## src/rtl/rv32i_multicycle_controller.sv

```systemverilog
// RV32I multicycle control FSM: sequences fetch/decode/execute/writeback
// and decodes ALU operation, byte enables and immediate format.
module rv32i_multicycle_controller (
  input  logic       clk,
  input  logic       reset,
  input  logic [6:0] op,
  input  logic [2:0] funct3,
  input  logic       funct7_5,
  input  logic       zero,
  output logic       PCWrite,
  output logic       AdrSrc,
  output logic       IRWrite,
  output logic       RegWrite,
  output logic [1:0] ResultSrc,
  output logic [1:0] ALUSrcA,
  output logic [1:0] ALUSrcB,
  output logic [3:0] ALUControl,
  output logic [3:0] MemWrite,
  output logic [2:0] ImmSrc,
  output logic [3:0] state,
  output logic       retire,
  output logic       illegal
);

  typedef enum logic [3:0] {
    S_FETCH    = 4'd0,
    S_DECODE   = 4'd1,
    S_MEMADR   = 4'd2,
    S_MEMREAD  = 4'd3,
    S_MEMWB    = 4'd4,
    S_MEMWRITE = 4'd5,
    S_EXECR    = 4'd6,
    S_EXECI    = 4'd7,
    S_ALUWB    = 4'd8,
    S_BRANCH   = 4'd9,
    S_JAL      = 4'd10,
    S_JALR     = 4'd11,
    S_LUI      = 4'd12,
    S_AUIPC    = 4'd13,
    S_ILLEGAL  = 4'd14,
    S_UNUSED   = 4'd15
  } state_t;

  localparam logic [6:0] OP_LOAD  = 7'b0000011;
  localparam logic [6:0] OP_STORE = 7'b0100011;
  localparam logic [6:0] OP_R     = 7'b0110011;
  localparam logic [6:0] OP_I     = 7'b0010011;
  localparam logic [6:0] OP_BR    = 7'b1100011;
  localparam logic [6:0] OP_JAL   = 7'b1101111;
  localparam logic [6:0] OP_JALR  = 7'b1100111;
  localparam logic [6:0] OP_LUI   = 7'b0110111;
  localparam logic [6:0] OP_AUIPC = 7'b0010111;
  localparam logic [6:0] OP_FENCE = 7'b0001111;
  localparam logic [6:0] OP_SYS   = 7'b1110011;

  localparam logic [3:0] ALU_ADD   = 4'b0000;
  localparam logic [3:0] ALU_SUB   = 4'b0001;
  localparam logic [3:0] ALU_AND   = 4'b0010;
  localparam logic [3:0] ALU_OR    = 4'b0011;
  localparam logic [3:0] ALU_XOR   = 4'b0100;
  localparam logic [3:0] ALU_SLT   = 4'b0101;
  localparam logic [3:0] ALU_SLTU  = 4'b0110;
  localparam logic [3:0] ALU_SLL   = 4'b0111;
  localparam logic [3:0] ALU_SRL   = 4'b1000;
  localparam logic [3:0] ALU_SRA   = 4'b1001;
  localparam logic [3:0] ALU_PASSB = 4'b1010;

  localparam logic [1:0] A_PC  = 2'b00;
  localparam logic [1:0] A_OLD = 2'b01;
  localparam logic [1:0] A_REG = 2'b10;
  localparam logic [1:0] B_REG = 2'b00;
  localparam logic [1:0] B_IMM = 2'b01;
  localparam logic [1:0] B_4   = 2'b10;

  localparam logic [1:0] R_ALUOUT = 2'b00;
  localparam logic [1:0] R_DATA   = 2'b01;
  localparam logic [1:0] R_ALURES = 2'b10;

  state_t cur, nxt;

  logic       pcw, irw, rw, ret, ill;
  logic [3:0] mw;

  // funct7_5 only selects SUB for register-register ops
  function automatic logic [3:0] alu_dec(
    input logic [2:0] f3,
    input logic       f7,
    input logic       is_r
  );
    logic [3:0] r;
    r = ALU_ADD;
    case (f3)
      3'b000:  r = (is_r && f7) ? ALU_SUB : ALU_ADD;
      3'b001:  r = ALU_SLL;
      3'b010:  r = ALU_SLT;
      3'b011:  r = ALU_SLTU;
      3'b100:  r = ALU_XOR;
      3'b101:  r = f7 ? ALU_SRA : ALU_SRL;
      3'b110:  r = ALU_OR;
      default: r = ALU_AND;
    endcase
    return r;
  endfunction

  always_ff @(posedge clk) begin
    if (reset) cur <= S_FETCH;
    else       cur <= nxt;
  end

  assign state = cur;

  always_comb begin
    ImmSrc = 3'b000;
    unique case (1'b1)
      op == OP_STORE: ImmSrc = 3'b001;
      op == OP_BR:    ImmSrc = 3'b010;
      op == OP_JAL:   ImmSrc = 3'b011;
      op == OP_LUI,
      op == OP_AUIPC: ImmSrc = 3'b100;
      default:        ImmSrc = 3'b000;
    endcase
  end

  always_comb begin
    nxt        = S_FETCH;
    pcw        = 1'b0;
    irw        = 1'b0;
    rw         = 1'b0;
    ret        = 1'b0;
    ill        = 1'b0;
    mw         = 4'b0000;
    AdrSrc     = 1'b0;
    ResultSrc  = R_ALUOUT;
    ALUSrcA    = A_PC;
    ALUSrcB    = B_REG;
    ALUControl = ALU_ADD;
    case (cur)
      S_FETCH: begin
        irw       = 1'b1;
        pcw       = 1'b1;
        ALUSrcB   = B_4;
        ResultSrc = R_ALURES;
        nxt       = S_DECODE;
      end
      S_DECODE: begin
        ALUSrcA = A_OLD;
        ALUSrcB = B_IMM;
        unique case (1'b1)
          op == OP_LOAD,
          op == OP_STORE: nxt = S_MEMADR;
          op == OP_R:     nxt = S_EXECR;
          op == OP_I:     nxt = S_EXECI;
          op == OP_BR:    nxt = S_BRANCH;
          op == OP_JAL:   nxt = S_JAL;
          op == OP_JALR:  nxt = S_JALR;
          op == OP_LUI:   nxt = S_LUI;
          op == OP_AUIPC: nxt = S_AUIPC;
          op == OP_FENCE,
          op == OP_SYS: begin
            ret = 1'b1;
            nxt = S_FETCH;
          end
          default:        nxt = S_ILLEGAL;
        endcase
      end
      S_MEMADR: begin
        ALUSrcA = A_REG;
        ALUSrcB = B_IMM;
        nxt     = (op == OP_LOAD) ? S_MEMREAD : S_MEMWRITE;
      end
      S_MEMREAD: begin
        AdrSrc = 1'b1;
        nxt    = S_MEMWB;
      end
      S_MEMWB: begin
        ResultSrc = R_DATA;
        rw        = 1'b1;
        ret       = 1'b1;
      end
      S_MEMWRITE: begin
        AdrSrc = 1'b1;
        ret    = 1'b1;
        case (funct3)
          3'b000:  mw = 4'b0001;
          3'b001:  mw = 4'b0011;
          3'b010:  mw = 4'b1111;
          default: mw = 4'b0000;
        endcase
      end
      S_EXECR: begin
        ALUSrcA    = A_REG;
        ALUSrcB    = B_REG;
        ALUControl = alu_dec(funct3, funct7_5, 1'b1);
        nxt        = S_ALUWB;
      end
      S_EXECI: begin
        ALUSrcA    = A_REG;
        ALUSrcB    = B_IMM;
        ALUControl = alu_dec(funct3, funct7_5, 1'b0);
        nxt        = S_ALUWB;
      end
      S_ALUWB: begin
        rw  = 1'b1;
        ret = 1'b1;
      end
      S_BRANCH: begin
        ALUSrcA = A_REG;
        ALUSrcB = B_REG;
        ret     = 1'b1;
        // PC <= ALUOut (target computed in DECODE) only when taken
        case (funct3)
          3'b000: begin ALUControl = ALU_SUB;  pcw = zero;  end
          3'b001: begin ALUControl = ALU_SUB;  pcw = !zero; end
          3'b100: begin ALUControl = ALU_SLT;  pcw = !zero; end
          3'b101: begin ALUControl = ALU_SLT;  pcw = zero;  end
          3'b110: begin ALUControl = ALU_SLTU; pcw = !zero; end
          3'b111: begin ALUControl = ALU_SLTU; pcw = zero;  end
          default: begin ALUControl = ALU_SUB; pcw = 1'b0;  end
        endcase
      end
      S_JAL: begin
        ALUSrcA = A_OLD;
        ALUSrcB = B_4;
        pcw     = 1'b1;
        nxt     = S_ALUWB;
      end
      S_JALR: begin
        ALUSrcA = A_REG;
        ALUSrcB = B_IMM;
        nxt     = S_JAL;
      end
      S_LUI: begin
        ALUSrcB    = B_IMM;
        ALUControl = ALU_PASSB;
        nxt        = S_ALUWB;
      end
      S_AUIPC: begin
        ALUSrcA = A_OLD;
        ALUSrcB = B_IMM;
        nxt     = S_ALUWB;
      end
      S_ILLEGAL: begin
        ill = 1'b1;
      end
      default: nxt = S_FETCH;
    endcase
  end

  // reset aborts any in-flight instruction without side effects
  assign PCWrite  = pcw & ~reset;
  assign IRWrite  = irw & ~reset;
  assign RegWrite = rw & ~reset;
  assign MemWrite = reset ? 4'b0000 : mw;
  assign retire   = ret & ~reset;
  assign illegal  = ill & ~reset;

endmodule

```

## config.mk

```make
export PLATFORM = sky130hd
export DESIGN_NAME = rv32i_multicycle_controller
export DESIGN_NICKNAME = d
export VERILOG_FILES = /design/src/rtl/rv32i_multicycle_controller.sv
export SDC_FILE = /design/constraint.sdc
export NUM_CORES = 1
export LEC_CHECK = 0
export ABC_AREA = 1
export BUFFER_PORTS_ARGS = -buffer_cell sky130_fd_sc_hd__buf_2
export CAP_MARGIN = 20
export CORE_UTILIZATION = 43
export DETAILED_ROUTE_END_ITERATION = 8
export PLACE_DENSITY = 0.78
export SLEW_MARGIN = 40
export SYNTH_ARGS = -nofsm -noshare
export SYNTH_HDL_FRONTEND = slang
export SYNTH_SLANG_ARGS = --single-unit
```

## constraint.sdc

```tcl
create_clock -name clk -period 1.68 [get_ports clk]
set_input_delay 0.252 -clock clk [delete_from_list [all_inputs] [get_ports clk]]
set_output_delay 0.252 -clock clk [all_outputs]
set_load 0.005 [all_outputs]
```

==> results.yml, run 1 <==
sta:
  slew_headroom_pct: 81.4
  drv_slew: 0
  final-hold-violation-count: 0
  period_minus_slack_ps: 1630
  max_freq_mhz: 613
  hold_ws_ps: 303
  rsz0062_at_grt: "yes"
  skew_ps: 3.58
  finalCritPeriodShare_pct: 97.0
  setup_viol: 0
  tightest_slew_ps: 277
grt:
  busiest_layer: "met2"
  grt_usage_pct: 24.1
  antenna_found_initial: 0
  grt_max_degree: 11
  grt_use_met2_pct: 40.6
  grt_pass1_vias: 882
  grt_pass1_wl_mm: 3.50
  grt_overflow_total: 0
  met1_usage_pct: 29.6
  met3_usage_pct: 3.40
floorplanning:
  dieArea_mm2: 0.00187
  die_x_um: 43.2
  initial_core_util_pct: 47.4
  io-pin-count: 41
  die_y_um: 43.2
  coreArea_mm2: 0.00154
  rows: 14
synthesis:
  ys_seq_elements: 4
  synthSimpleGateAreaFrac_pct: 55.0
  synth_nets: 154
  synth_edf_count: 0
  synth_seq_area_share_pct: 11.0
  synth_warnings: 0
  ys_types: 27
  async_flop_share_pct: 0
  synth_commonest_cells: "nand2_1 (33), nor2_1 (26), inv_1 (20)"
  synth_compound_area_share_pct: 17.6
  muxShareOfSynthArea_pct: 0
  syn_area_per_cell_um2: 5.22
  synthFlopType: "dfxtp_1"
  synthXorXnorAreaFrac_pct: 2.40
  yosysMostFrequentCell: "nand2_1"
  yosys.area.top_type: "nand2_1"
  synthTopCellsByArea: "nand2_1 (17%), nor2_1 (13%), dfxtp_1 (11%)"
  syn_area_um2: 731
  synth_top_area_share_pct: 17.0
  synth_top_family_by_area: "simple AND/OR/NAND/NOR gates"
  synth_fa_ha_area_share_pct: 0
  netlist_instances: 140
drt:
  drc_errors: 0
  num_vias: 1008
  drtPass1Iterations: 4
  vias_per_cell: 5.12
  wl_mm: 2.23
  ant_nets: 0
  drt_iter0_markers: 20
  wl_per_cell_um: 11.3
placed_design:
  dpl_cell_area_um2: 935
  gp_congestion: 0.892
  dpl.cell_count: 193
  hpwlAfterDp_mm: 1.70
  numPortBuffers: 40
finish:
  final_area_mm2: 0.00105
  layout.cells.non_filler: 197
  area_growth_pct: 43.8
  layout-drive-gt1-share_pct: 44.8
  antennaDiodeCount: 0
  largest_reg_flops: 4
  nFillCells: 135
  fin_util_pct: 68.2
  nNetsFinal: 197
power_and_ir_drop:
  power.density_mw_per_mm2: 910
  p_total_w: 0.000957
  p_leak_nw: 0.600
  ir_worst_vdd_mv: 0.531
setup_path:
  cp_common_cell: "nor2_1"
  cp_slowest_cell: "dfxtp_2"
  slowest_delay_ps: 400
  critPathKind: "flop to primary output"
  crit_chain: "nor2_1 -> inv_2 -> nor2_1 -> or2_2 -> buf_2"
  cp-start-kind: "flop"
  worst_setup_path_end_kind: "primary output"
  worst_ep_required_time_ps: 1430
  cp.arrival_ps: 1380
  worstPathMaxFanout: 6
clock_tree:
  ctsHoldBuffers: 0
  insertion_delay_ps: 250
  cts_sinks: 4
  clockBufferDepth: 2
  htreeDepth: 1
  cts_buffers: 3
  clkTransAtPathRegs_ps: 40
  cts_tree: "yes"
  clockRootBuffer: "clkbuf_4"
status:
  status: "complete, no violations"
hold_path:
  hold_class: "input port to flop"
job:
  drv_cap: 0
[kinds of logic after synthesis]
group / after synthesis
AND/OR/NAND/NOR: 87
buffers and inverters: 26
AO/OA/AOI/OAI: 21
flip-flops: 4
XOR/XNOR: 2
[report_power, final]
part | internal, W | total [W] | leakage [nW] | switching, W
Sequential | 0.000130 | 0.000181 | 0.0347 | 0.0000512
Clock | 0.0000805 | 0.000129 | 0.0138 | 0.0000482
Combinational | 0.000259 | 0.000647 | 0.552 | 0.000388
[what timing repair did]
| action | in CTS | in global routing |
|---|---|---|
| pin swaps | 2 | 2 |
| endpoints found under the setup margin | 7 | 11 |
| gates resized for setup | 16 | 13 |
| setup buffers | 1 | 0 |
[placed cells by master, fill, tap and decap left out, types with 2 or more instances in the layout]
master,instances
nand2_4,2
nand2_1,31
nor3_1,5
xor2_1,2
a21oi_1,4
nand2_2,6
buf_2,40
or2_2,2
nor2_1,20
clkbuf_4,3
o21ai_0,5
inv_1,18
nand3_1,6
nor2_4,5
nor2_2,7
a31oi_1,2
o21ai_1,2
a21oi_2,2
dfxtp_2,3
inv_2,4
[metal layers]
metal / up-vias / wire [um]
met5: - / 0
met4: 0 / 41
met3: 7 / 157
met2: 53 / 1110
met1: 424 / 916
li1: 524 / -
[worst paths after layout]
| path | start | to | slack [ps] | cells past startpoint |
|---|---|---|---|---|
| worst max register to register | state[1] | state[1] | 500 | 7 |
| worst max-delay path | state[2] | AdrSrc | 50 | 5 |
| worst min-delay path | reset | state[1] | 300 | 2 |
| worst min register to register | state[0] | state[0] | 670 | 2 |
[stage by stage]
step | setup TNS (ps) | setup WS (ps)
2_1_floorplan | 0 | 197
3_3_place_gp | 0 | 205
3_5_place_dp | 0 | 136
4_1_cts | -4.72 | -4.72
5_1_grt | -63.0 | -29.3
6_report | 0 | 49.7
[critical path: cells and delay by family (launching register included)]
family / cells / cell delay, ps
AND/OR/NAND/NOR: 3 / 440
flip-flops: 1 / 400
buffers and inverters: 2 / 290
[area by class of cell]
type	count	area, um2	area share [%]
inverter	23	88.8	8.45
multi-input combinational	110	624	59.4
tap	16	20.0	1.90
clock buffer	3	22.5	2.14
sequential	4	87.6	8.33
timing repair buffer	41	208	19.8
Note: power is estimated with default switching activity, not from simulation.
==> run 2: changes to the inputs <==
--- a/config.mk
+++ b/config.mk
@@ -5,12 +5,11 @@
 export SDC_FILE = /design/constraint.sdc
 export NUM_CORES = 1
 export LEC_CHECK = 0
-export ABC_AREA = 1
 export BUFFER_PORTS_ARGS = -buffer_cell sky130_fd_sc_hd__buf_2
 export CAP_MARGIN = 20
-export CORE_UTILIZATION = 43
+export CORE_UTILIZATION = 45
 export DETAILED_ROUTE_END_ITERATION = 8
-export PLACE_DENSITY = 0.78
+export PLACE_DENSITY = 0.79
 export SLEW_MARGIN = 40
 export SYNTH_ARGS = -nofsm -noshare
 export SYNTH_HDL_FRONTEND = slang
==> run 2 against run 1 <==
The flow now finishes with violations (negative setup slack). Flip-flop and latch count did not move. Register-to-register slack got worse by 330 ps. Combinational power rose by 130%. Worst hold slack improved by 68 ps. Cell count rose by 5.6%. Sequential power rose by 30%. Design area rose by 23%. Core utilization rose by 6.8 points. Synthesized cell count fell by 10%. Via count rose by 18%. Largest cell class unchanged.
==> results.yml, run 2 <==
setup_path:
  path_delay_family: "buffers and inverters"
  cp_num_buf_inv: 3
  cp.arrival_ps: 1540
  worst_setup_path_end_kind: "primary output"
  worstPathMaxFanout: 7
  crit_chain: "buf_6 -> nand3b_1 -> buf_4 -> o31ai_1 -> buf_2"
  cp_slowest_cell: "dfxtp_4"
  critPathKind: "flop to primary output"
  slowest_delay_ps: 370
  cp-start-kind: "flop"
  worst_ep_required_time_ps: 1430
floorplanning:
  die_x_um: 44.7
  rows: 15
  initial_core_util_pct: 47.5
  io-pin-count: 41
  coreArea_mm2: 0.00173
  die_y_um: 44.7
  dieArea_mm2: 0.00200
finish:
  antennaDiodeCount: 0
  nNetsFinal: 199
  nFillCells: 143
  final_area_mm2: 0.00129
  area_growth_pct: 57.8
  final_common_cell: "buf_2"
  fin_util_pct: 75.0
  final_cell_mix: "buf_2 (40), buf_4 (21), nand2_1 (13)"
  largest_reg_flops: 4
  layout-drive-gt1-share_pct: 50.3
placed_design:
  numPortBuffers: 40
  hpwlAfterDp_mm: 1.83
  gp_congestion: 0.907
  dpl_cell_area_mm2: 0.00109
status:
  violations: "negative setup slack"
  status: "finished with violations"
power_and_ir_drop:
  ir_worst_vdd_mv: 0.671
  power.density_mw_per_mm2: 1450
  p_leak_nw: 0.614
synthesis:
  yosys.area.top_type: "dfxtp_1"
  synthFlopType: "dfxtp_1"
  synthTopCellsByArea: "dfxtp_1 (9.8%), a21oi_1 (7.3%), nand2_1 (6.4%)"
  ys_types: 46
  synth_edf_count: 0
  async_flop_share_pct: 0
  synth_seq_area_share_pct: 9.76
  synth_nets: 140
  synth_commonest_cells: "nand2_1 (14), nor2_1 (14), a21oi_1 (12)"
  synth_top_area_share_pct: 9.76
  netlist_instances: 126
  syn_area_per_cell_um2: 6.51
  syn_area_um2: 821
  synth_warnings: 0
  ys_seq_elements: 4
clock_tree:
  ctsHoldBuffers: 0
  clockBufferDepth: 2
  clkTransAtPathRegs_ps: 40
  cts_buffers: 3
  insertion_delay_ps: 240
  clockRootBuffer: "clkbuf_4"
  cts_sinks: 4
  cts_tree: "yes"
  htreeDepth: 1
sta:
  final-hold-violation-count: 0
  skew_ps: 1.98
  drv_slew: 0
  setup_slack_ps: -109
  tightest_slew_ps: 413
  finalCritPeriodShare_pct: 106
  setup_tns_ps: -388
  max_freq_mhz: 559
  setup_viol: 9
  rsz0062_at_grt: "yes"
  period_minus_slack_ps: 1790
  slew_headroom_pct: 72.1
drt:
  ant_nets: 0
  num_vias: 1193
  drt_iter0_markers: 40
  vias_per_cell: 5.74
  drc_errors: 0
  drtPass1Iterations: 4
  wl_mm: 2.85
  wl_per_cell_um: 13.7
job:
  drv_cap: 0
grt:
  grt_pass1_wl_mm: 4.28
  grt_max_degree: 11
  antenna_found_initial: 0
  grt_usage_pct: 27.8
  grt_overflow_total: 0
  grt_pass1_vias: 1006
hold_path:
  hold_class: "input port to flop"
==> run 2: changes by cell type after synthesis, moves of 3 or more <==
cell and delta:
inv_2 -3, nand3_1 -3, buf_2 +3, inv_1 -15, nand2_2 -6, nor2b_1 +3, clkbuf_8 +3, nand2_1 -19
a21oi_1 +8, nand2b_1 +6, nor2_1 -12, nor2_2 -5
==> run 2: cells by family after synthesis <==
| kind of cell | synth area share [%] |
|---|---|
| and+or+nand+nor | 41.6 |
| AOI/OAI and AO/OA | 29.6 |
| buffers and inverters | 12.0 |
| DFF | 9.76 |
| xor gates and xnor gates | 3.20 |
| muxes | 3.81 |
==> run 2: through the flow <==
stage,cells,worst slack (ps),total power (W),hold slack (ps)
final,208,-109,0.00187,371
after global routing,208,-153,0.00201,363
after CTS,207,-39.2,0.00175,368
after detailed placement,196,20.5,0.00136,568
after global placement,196,8.46,0.00134,566
after floorplan,126,17.9,0.000920,455
==> run 2: final cells by class <==
cell class	instances	area, um2	area share (%)
Sequential cell	4	88.8	6.86
Clock buffer	3	22.5	1.74
Multi-Input combinational cell	106	722	55.7
Timing Repair Buffer	65	412	31.8
Inverter	5	18.8	1.45
Tap cell	25	31.3	2.42
==> run 2: routing by layer <==
metal	wire (um)	global-route usage, %	vias up
li1	-	-	571
met1	1210	33.8	554
met2	1420	51.8	62
met3	167	2.00	6
met4	46	8.48	0
met5	0	0	-
==> run 2: worst paths after layout <==
kind | from | end | slack (ps) | cells past startpoint
max reg2reg | state[0] | state[3] | 170 | 6
min reg2reg | state[0] | state[0] | 620 | 2
min | reset | state[0] | 370 | 3
max | state[3] | ALUControl[0] | -110 | 5
==> run 2: tightest hold or removal path: cells and delay by family <==
kind / cells / cell delay, ps
AOI/OAI and AO/OA: 1 / 50
buffers and inverters: 2 / 260
==> run 2: timing repair <==
item                                    4_1_cts  5_1_grt
buffers inserted                              8        1
endpoints found under the setup margin       12       14
pin swaps                                     5        4
gates resized for setup                      21        8
endpoints found under the hold margin         0        0
==> run 2: power by group <==
| part | switching (W) | internal, W |
|---|---|---|
| logic | 0.000726 | 0.000783 |
| registers | 0.0000781 | 0.000157 |
| clock network | 0.0000479 | 0.0000805 |
==> run 3: changes to the inputs <==
--- a/config.mk
+++ b/config.mk
@@ -7,9 +7,11 @@
 export LEC_CHECK = 0
 export BUFFER_PORTS_ARGS = -buffer_cell sky130_fd_sc_hd__buf_2
 export CAP_MARGIN = 20
-export CORE_UTILIZATION = 45
+export CELL_PAD_IN_SITES_DETAIL_PLACEMENT = 1
+export CELL_PAD_IN_SITES_GLOBAL_PLACEMENT = 2
+export CORE_UTILIZATION = 22
 export DETAILED_ROUTE_END_ITERATION = 8
-export PLACE_DENSITY = 0.79
+export PLACE_DENSITY_LB_ADDON = 0.1
 export SLEW_MARGIN = 40
 export SYNTH_ARGS = -nofsm -noshare
 export SYNTH_HDL_FRONTEND = slang
==> run 3 against run 2 <==
The run still ends with negative setup slack left. First-iteration DRC count grew 38%. Critical path depth stayed put. Register-to-register slack gained 80 ps. Global-route usage is 11 points lower. Critical endpoint is now MemWrite[1].
==> results.yml, run 3 (synthesized netlist as in run 2, its figures left out) <==
setup_path:
  ff2ff_setup_slack_ps: 250
  worst_ep_required_time_ps: 1430
  r2r_cells: 5
  cp-start-kind: "flop"
  timing.rr.start: "state[0]"
  critPathKind: "flop to primary output"
  worst_setup_path_end_kind: "primary output"
  cp.arrival_ps: 1480
  worstPathMaxFanout: 8
  r2r-end: "state[3]"
placed_design:
  place_ws_ps: 16.8
  dpl_cell_area_mm2: 0.00116
  numPortBuffers: 40
  gp_congestion: 0.836
  dpl.cell_count: 222
  hpwlAfterDp_mm: 2.56
power_and_ir_drop:
  seq_power_share_pct: 11.3
  power.density_mw_per_mm2: 1480
  switchingPower_w: 0.000872
  p_leak_nw: 0.603
  ir_worst_vdd_mv: 0.760
  swShare_pct: 44.9
  clkPwrFrac_pct: 10.7
  pwr-share-comb_pct: 78.0
  p_int_w: 0.00107
sta:
  setup_slack_ps: -55.3
  rsz0062_at_grt: "yes"
  setup_viol: 9
  skew_ps: 1.43
  setup_tns_ps: -303
  tightest_slew_ps: 345
  finalCritPeriodShare_pct: 103
  max_freq_mhz: 576
  final-hold-violation-count: 0
  period_minus_slack_ps: 1740
  slew_headroom_pct: 76.7
  drv_slew: 0
grt:
  grt_max_degree: 14
  grt_overflow_total: 0
  antenna_found_initial: 0
  grt_usage_pct: 16.9
  grt_pass1_vias: 1189
  grt_pass1_wl_mm: 5.50
drt:
  vias_per_cell: 5.21
  num_vias: 1182
  drt_iter0_markers: 55
  drtPass1Iterations: 4
  wl_per_cell_um: 14.5
  ant_nets: 0
  wl_mm: 3.29
  drc_errors: 0
finish:
  antennaDiodeCount: 0
  final_cell_mix: "buf_2 (40), buf_4 (20), nand2_1 (14)"
  largest_reg_flops: 4
  ff_latch_area_um2: 86.3
  nFillCells: 458
  multi_input_area_um2: 726
  layout-drive-gt1-share_pct: 50.3
  final_common_cell: "buf_2"
  final_area_mm2: 0.00131
  layout.cells.non_filler: 227
  fin_util_pct: 38.2
  nNetsFinal: 197
  area_growth_pct: 60.1
clock_tree:
  htreeDepth: 1
  insertion_delay_ps: 220
  clockBufferDepth: 2
  ctsHoldBuffers: 0
  clkTransAtPathRegs_ps: 30
  cts_tree: "yes"
  clockRootBuffer: "clkbuf_8"
  cts_sinks: 4
  cts_buffers: 3
status:
  violations: "negative setup slack"
  status: "finished with violations"
floorplanning:
  io-pin-count: 41
  rows: 21
  coreArea_mm2: 0.00344
  die_y_um: 63.1
  initial_core_util_pct: 23.8
  dieArea_mm2: 0.00398
  die_x_um: 63.1
hold_path:
  hold_class: "input port to flop"
  hold_end: "state[0]"
  holdCritStartpoint: "reset"
  hold_depth: 3
job:
  drv_cap: 0
-- run 3: changes by cell type in the layout (fill, tap and decap cells not counted), moves of 2 or more --
cell	change
a21oi_1	-2
a21oi_2	+2
clkbuf_4	-3
clkbuf_8	+3
nand2b_2	+2
nand2b_4	-2
-- run 3: per-layer routing --
layer	vias to the layer above	track usage (%)	wire length [um]	part of all wire (%)
met5	-	0	0	0
met4	0	4.94	54	1.6
met3	5	2.54	141	4.3
met2	31	30.4	1620	49
met1	578	20.3	1470	45
li1	568	-	-	-
-- run 3: power groups by stage --
stage | combinational (W) | sequential (W) | clock (W)
2_1_floorplan | 0.000726 | 0.000194 | 0
3_3_place_gp | 0.00131 | 0.000194 | 0
3_5_place_dp | 0.00132 | 0.000199 | 0
4_1_cts | 0.00145 | 0.000216 | 0.000210
5_1_grt | 0.00166 | 0.000229 | 0.000219
6_report | 0.00152 | 0.000219 | 0.000208
-- run 3: worst max-delay path by stage --
| stage | from | end | slack, ps | cells after the start |
|---|---|---|---|---|
| 6_report | state[3] | MemWrite[1] | -60 | 5 |
| 5_1_grt | state[3] | ALUControl[2] | -150 | 6 |
| 4_1_cts | state[2] | ALUSrcB[0] | -50 | 7 |
| 3_5_place_dp | op[5] | retire | 20 | 6 |
| 3_3_place_gp | op[5] | retire | 70 | 6 |
| 2_1_floorplan | state[3] | MemWrite[3] | 20 | 6 |
-- run 3: per-stage QoR --
stage	hold slack [ps]	power, W
detailed placement	631	0.00152
floorplan	455	0.000920
finish	418	0.00194
global route	443	0.00211
global placement	630	0.00151
CTS	415	0.00188
-- run 3: critical path, cell delays in order (launching register included) --
cell,delay [ps]
dfxtp_4,370
inv_2,60
nand2_1,60
or4_4,530
a21oi_2,120
buf_2,130
-- run 3: repair_timing --
action,CTS,global route
setup endpoints to repair,12,9
setup buffers,2,0
cloned,0,0
pin swaps,3,4
resized for setup,15,13
-- run 3: area by class of cell --
cell class / count / share of cell area [%]
tap: 46 / 4.38
multi-input combinational: 106 / 55.2
sequential: 4 / 6.57
inverter: 5 / 1.43
timing repair buffer: 63 / 29.2
clock buffer: 3 / 3.14
